<file path="config.mk">
export PLATFORM = sky130hd
export DESIGN_NAME = cam_pwr_seq
export DESIGN_NICKNAME = d
export VERILOG_FILES = /design/src/rtl/cam_pwr_seq.sv
export SDC_FILE = /design/constraint.sdc
export NUM_CORES = 1
export LEC_CHECK = 0
export CORE_MARGIN = 2
export CORE_UTILIZATION = 57
export CTS_CLUSTER_DIAMETER = 120
export CTS_CLUSTER_SIZE = 25
export DETAILED_ROUTE_END_ITERATION = 6
export PLACE_DENSITY = 0.78
export SLEW_MARGIN = 25
export SYNTH_ARGS = -nofsm -noshare
export SYNTH_HDL_FRONTEND = slang
export SYNTH_SLANG_ARGS = --single-unit
</file>
<file path="constraint.sdc">
create_clock -name clk -period 3.2 [get_ports clk]
set_clock_uncertainty 0.2 [all_clocks]
set_input_delay 0.48 -clock clk [delete_from_list [all_inputs] [get_ports clk]]
set_output_delay 0.48 -clock clk [all_outputs]
set_load 0.01 [all_outputs]
</file>
<file path="src/rtl/cam_pwr_seq.sv">
// cam_pwr_seq: camera power-up / re-init sequencer.
// Powers the camera, waits for the supply to settle, holds the I2C init master
// in reset, then supervises camera init with a timeout. Failed attempts back
// off with power removed and retry a bounded number of times before a sticky
// fault is latched. All timing is counted in 400kHz strobe ticks.
//
// Ports:
//   clk           system clock
//   reset_n       asynchronous active-low reset
//   strobe_400kHz single-cycle timing tick, synchronous to clk
//   enable        level request to power and initialise the camera
//   init_done     pulse from I2C init master on success
//   init_err      pulse from I2C init master on NACK/abort
//   cam_en        camera power enable
//   i2c_reset     active-high reset to the I2C init master
//   cam_ready     camera configured and usable
//   fault         retries exhausted; held until enable drops
//   retry_cnt     failed attempts in the current sequence
//   state_o       encoded FSM state for debug
module cam_pwr_seq #(
  parameter int unsigned PWR_SETTLE_TICKS   = 800,
  parameter int unsigned I2C_HOLD_TICKS     = 8000,
  parameter int unsigned INIT_TIMEOUT_TICKS = 400000,
  parameter int unsigned BACKOFF_TICKS      = 4000,
  parameter int unsigned MAX_RETRY          = 3
) (
  input  logic       clk,
  input  logic       reset_n,
  input  logic       strobe_400kHz,
  input  logic       enable,
  input  logic       init_done,
  input  logic       init_err,
  output logic       cam_en,
  output logic       i2c_reset,
  output logic       cam_ready,
  output logic       fault,
  output logic [3:0] retry_cnt,
  output logic [2:0] state_o
);

  localparam int unsigned MAX_AB    = (PWR_SETTLE_TICKS > I2C_HOLD_TICKS) ? PWR_SETTLE_TICKS : I2C_HOLD_TICKS;
  localparam int unsigned MAX_CD    = (INIT_TIMEOUT_TICKS > BACKOFF_TICKS) ? INIT_TIMEOUT_TICKS : BACKOFF_TICKS;
  localparam int unsigned MAX_TICKS = (MAX_AB > MAX_CD) ? MAX_AB : MAX_CD;
  localparam int unsigned CW        = $clog2(MAX_TICKS) + 1;

  localparam logic [CW-1:0] SETTLE_LAST  = CW'(PWR_SETTLE_TICKS - 1);
  localparam logic [CW-1:0] HOLD_LAST    = CW'(I2C_HOLD_TICKS - 1);
  localparam logic [CW-1:0] TIMEOUT_LAST = CW'(INIT_TIMEOUT_TICKS - 1);
  localparam logic [CW-1:0] BACKOFF_LAST = CW'(BACKOFF_TICKS - 1);
  localparam logic [3:0]    RETRY_LIMIT  = 4'(MAX_RETRY);

  typedef enum logic [2:0] {
    OFF        = 3'd0,
    PWR_SETTLE = 3'd1,
    I2C_HOLD   = 3'd2,
    INIT       = 3'd3,
    READY      = 3'd4,
    BACKOFF    = 3'd5,
    FAULT      = 3'd6
  } state_t;

  state_t        state, state_nxt;
  logic [CW-1:0] cnt, cnt_nxt;
  logic [3:0]    retry_nxt;
  logic          expired;
  logic          failed;

  always_comb begin
    state_nxt = state;
    retry_nxt = retry_cnt;
    cnt_nxt   = strobe_400kHz ? cnt + CW'(1) : cnt;
    expired   = 1'b0;
    failed    = 1'b0;

    unique case (state)
      OFF: begin
        cnt_nxt = '0;
        if (enable) state_nxt = PWR_SETTLE;
      end
      PWR_SETTLE: begin
        expired = strobe_400kHz && (cnt == SETTLE_LAST);
        if (expired) state_nxt = I2C_HOLD;
      end
      I2C_HOLD: begin
        expired = strobe_400kHz && (cnt == HOLD_LAST);
        if (expired) state_nxt = INIT;
      end
      INIT: begin
        expired = strobe_400kHz && (cnt == TIMEOUT_LAST);
        // init_done has priority over both init_err and timeout expiry
        if (init_done)                state_nxt = READY;
        else if (init_err || expired) failed    = 1'b1;
      end
      BACKOFF: begin
        expired = strobe_400kHz && (cnt == BACKOFF_LAST);
        if (expired) state_nxt = PWR_SETTLE;
      end
      READY:   cnt_nxt = '0;
      FAULT:   cnt_nxt = '0;
      default: state_nxt = OFF;
    endcase

    if (failed) begin
      if (retry_cnt < RETRY_LIMIT) begin
        state_nxt = BACKOFF;
        if (retry_cnt != 4'hF) retry_nxt = retry_cnt + 4'd1;
      end else begin
        state_nxt = FAULT;
      end
    end

    // Dropping enable aborts everything, including events in the same cycle
    if (!enable && state != OFF) begin
      state_nxt = OFF;
      retry_nxt = '0;
    end

    if (state_nxt != state) cnt_nxt = '0;
  end

  // Outputs are decoded from the next state so they change on the transition edge
  always_ff @(posedge clk or negedge reset_n) begin
    if (!reset_n) begin
      state     <= OFF;
      cnt       <= '0;
      retry_cnt <= '0;
      cam_en    <= 1'b0;
      i2c_reset <= 1'b1;
      cam_ready <= 1'b0;
      fault     <= 1'b0;
    end else begin
      state     <= state_nxt;
      cnt       <= cnt_nxt;
      retry_cnt <= retry_nxt;
      cam_en    <= (state_nxt == PWR_SETTLE) || (state_nxt == I2C_HOLD) ||
                   (state_nxt == INIT) || (state_nxt == READY);
      i2c_reset <= !((state_nxt == INIT) || (state_nxt == READY));
      cam_ready <= (state_nxt == READY);
      fault     <= (state_nxt == FAULT);
    end
  end

  assign state_o = state;

endmodule

</file>
==> summary.txt <==
RUN STATUS
------------------------------------------------------------------------------------
Run status ............................................................ finished clean

GRT
------------------------------------------------------------------------------------
Tot GR Track Use ......................................................        25.0%
Number of global-route vias before repair .............................        1,622
Final global-route overflow total .....................................            0
Pin count of the biggest net entering global routing ..................           32
Wire length of the first global-routing pass ..........................      7.71 mm
Number of antenna violations at the first check in global routing .....            0

CLOCKING
------------------------------------------------------------------------------------
H-tree lvl count ......................................................            2
CTS max path bufs .....................................................            2
Setup repair bufs after CTS ...........................................            0
Root cell of the clock tree ...........................................     clkbuf_4
Post-cts hold buffer count ............................................            0
Clock sink count ......................................................           31
Clock-pin slew on the worst setup and hold paths ......................      0.10 ns
Skew-Pair Late Insertion Delay ........................................      0.34 ns
Number of gates resized after CTS .....................................            0
Cts bufs inserted .....................................................            5
Clock tree from TritonCTS .............................................          yes

TIMING
------------------------------------------------------------------------------------
Final number of setup-violating endpoints .............................            0
WHS ...................................................................     0.314 ns
Achievable clock frequency ............................................    0.360 GHz
Worst slew margin relative to its limit ...............................        59.3%
Number of endpoints with negative hold slack in the final report ......            0
Period utilisation layout .............................................        86.9%
Final slew viol count .................................................            0
Worst slew pin tran ...................................................     0.605 ns
Total negative slack ..................................................         0 ns
Final critical-path required period ...................................      2.78 ns
RSZ-0062 raised after global routing ..................................           no

PLACE
------------------------------------------------------------------------------------
Final HPWL DP .........................................................      3.27 mm
Final RePlAce weighted congestion .....................................        0.991
Total of buffers placed on input and output ports .....................           16

SETUP PATH
------------------------------------------------------------------------------------
Critical path class ...................................................      reg2reg
Worst stage delay on the critical path ................................      0.43 ns
Worst r2r dst .........................................................       cnt[6]
Largest driver fanout on the critical path ............................           19
Worst R2R Setup Slack .................................................      0.42 ns
Number of buffers and inverters on the critical path ..................            1
Max stage delay cell, worst path ......................................       o31a_2
Worst R2R Path Depth ..................................................            8
Required time at the worst-slack endpoint .............................      3.24 ns
Crit-path cells ....................................................... ha_1 -> and4bb_2 -> nand4_4 -> o31a_2 -> nor4_4 -> mux2i_4 -> buf_12 -> a311oi_1
Critical Path Sink Type ...............................................     register
Data arrival time of the critical path ................................      2.82 ns
Reg2reg start .........................................................       cnt[0]
Kind of cell with the highest combined delay on the critical path ..... simple AND/OR/NAND/NOR gates
CP Launch Type ........................................................     register

CELLS AND AREA
------------------------------------------------------------------------------------
Core Util, Final ......................................................        68.5%
P&R area growth vs syn ................................................        15.7%
Antenna diode count ...................................................            0
Nets@finish ...........................................................          238
Layout cell share with drive strength beyond 1 ........................        14.3%

DETAILED ROUTING
------------------------------------------------------------------------------------
Number of nets still failing antenna checks after routing .............            0
Routed wire length per instance .......................................      16.3 um
Post-route DRC violation count ........................................            0
Total number of vias ..................................................        1,671
Count of TritonRoute iterations in the first routing pass .............            5
Final wirelength ......................................................      4.51 mm
Detailed Route Iter0 Violations .......................................          113
Mean number of vias per cell ..........................................         6.03

LOGIC SYNTHESIS
------------------------------------------------------------------------------------
Net Count, Synth ......................................................          217
Proportion of synthesized flip-flops having asynchronous set or reset .         100%
Count of distinct cell types in the synthesized netlist ...............           51
Most common library cells after synthesis ............................. nor2_1 (33), dfrtp_1 (30), nand2_1 (21)
Area contributors post-synth .......................................... dfrtp_1 (38%), nor2_1 (6.3%), nand2_1 (4.0%), xnor2_1 (4.0%), nand4_1 (3.2%)
Area share of the largest cell type after synthesis ...................        38.3%
Most frequent cell after synthesis ....................................       nor2_1
Seq cells post-synth ..................................................           31
Combined area of all synthesized cells ................................ 0.00196 sq mm
Cell type with the largest total area after synthesis .................      dfrtp_1
Avg Synthesized Cell Area .............................................   9.38 sq um
Most used DFF post-synth ..............................................      dfrtp_1
Cell count after synthesis ............................................          209
Sequential cell area fraction in the yosys report .....................        39.7%
Number of synthesis warnings ..........................................            0
Number of synthesized flops with an enable pin ........................            0

WORST HOLD PATH
------------------------------------------------------------------------------------
Path class of the lowest-slack min-delay path .........................     in2async

FLOORPLAN
------------------------------------------------------------------------------------
Effective utilization at floorplan ....................................        59.2%
# rows ................................................................           21
Core Region ........................................................... 0.00331 sq mm
DIE HEIGHT ............................................................      62.6 um
Die area .............................................................. 0.00392 sq mm
Ports placed on the boundary ..........................................           17
Die Span X ............................................................      62.6 um

PWR
------------------------------------------------------------------------------------
Net Sw Power ..........................................................   0.000381 W
Switching share of power ..............................................        35.1%
Int Power .............................................................   0.000704 W
Comb power frac .......................................................        34.5%
Leakage Power .........................................................     0.902 nW
Clock network fraction of design power ................................        24.4%
Relative contribution of sequential cells to total power ..............        41.0%
Final Power ...........................................................    0.00109 W
IR drop worst, VDD ....................................................       325 uV
Power density cells ...................................................  479 mW/mm^2

JOB
------------------------------------------------------------------------------------
Max-cap violation count ...............................................            0

## flip-flops by register name, indices dropped and copies added, names as in the netlist
signal / flops
cnt: 20
cam_ready: 1
i2c_reset: 1
retry_cnt: 4
fault: 1
cam_en: 1
state_o: 3
## cells by family after synthesis
family                     synth area share, %
AOI/OAI and AO/OA                         13.9
xor gates and xnor gates                  7.15
adders and majority gates                 1.28
buffers and inverters                     3.51
DFF                                       39.7
muxes                                     2.17
and+or+nand+nor                           32.3
## cell usage in the layout, fill, tap and decap left out, types with 6 or more instances in the layout
cell / Yosys / final
o21ai_0: 7 / 7
xnor2_1: 9 / 9
nand4_1: 10 / 10
clkdlybuf4s50_1: 0 / 16
nand2_1: 21 / 21
buf_4: 1 / 6
xor2_1: 7 / 7
nor2_1: 33 / 33
dfrtp_1: 30 / 30
a21oi_1: 6 / 6
and2_1: 7 / 7
nand3_1: 9 / 9
## stage by stage
step,cell area [sq um],instances,setup slack [ns]
after floorplan,1960,209,0.684
after global placement,2200,269,0.241
after detailed placement,2200,269,0.117
after CTS,2270,277,0.430
after global routing,2270,277,0.303
final,2270,277,0.420
## layout make-up
| type | instances | area [sq um] |
|---|---|---|
| Inverter | 6 | 25.0 |
| Clock buffer | 8 | 68.8 |
| Multi-Input combinational cell | 163 | 1110 |
| Timing Repair Buffer | 23 | 225 |
| Sequential cell | 31 | 777 |
| Fill cell | 277 | 1040 |
| Tap cell | 46 | 57.6 |
## per-layer routing
metal | vias to the layer above | part of all wire (%) | track usage (%)
met5 | - | 0 | 0
met2 | 60 | 49 | 40.2
met3 | 11 | 4.9 | 5.77
met1 | 811 | 44 | 33.1
li1 | 789 | - | -
met4 | 0 | 2.1 | 9.17
## power by group through the flow
stage          Sequential (W)  Clock (W)  Combinational [W]
6_report             0.000445   0.000265           0.000375
5_1_grt              0.000449   0.000287           0.000407
4_1_cts              0.000445   0.000270           0.000374
3_5_place_dp         0.000453          0           0.000371
3_3_place_gp         0.000450          0           0.000355
2_1_floorplan        0.000445          0           0.000248
## how the worst max path moves through the flow
| stage | from | end | slack [ns] | cells after the start |
|---|---|---|---|---|
| after floorplan | strobe_400kHz | cnt[14] | 0.68 | 8 |
| after global routing | cnt[0] | cnt[6] | 0.30 | 8 |
| after global placement | strobe_400kHz | cnt[14] | 0.24 | 8 |
| after CTS | cnt[0] | cnt[6] | 0.43 | 8 |
| final | cnt[0] | cnt[6] | 0.42 | 8 |
| after detailed placement | strobe_400kHz | cnt[6] | 0.12 | 8 |
## worst reg2reg max path, stage by stage (launching register included)
cell and delay, ns:
dfrtp_1 0.42, ha_1 0.30, and4bb_2 0.30, nand4_4 0.16
o31a_2 0.43, nor4_4 0.32, mux2i_4 0.12, buf_12 0.17
a311oi_1 0.26
Power figures use the tool's default switching activity.
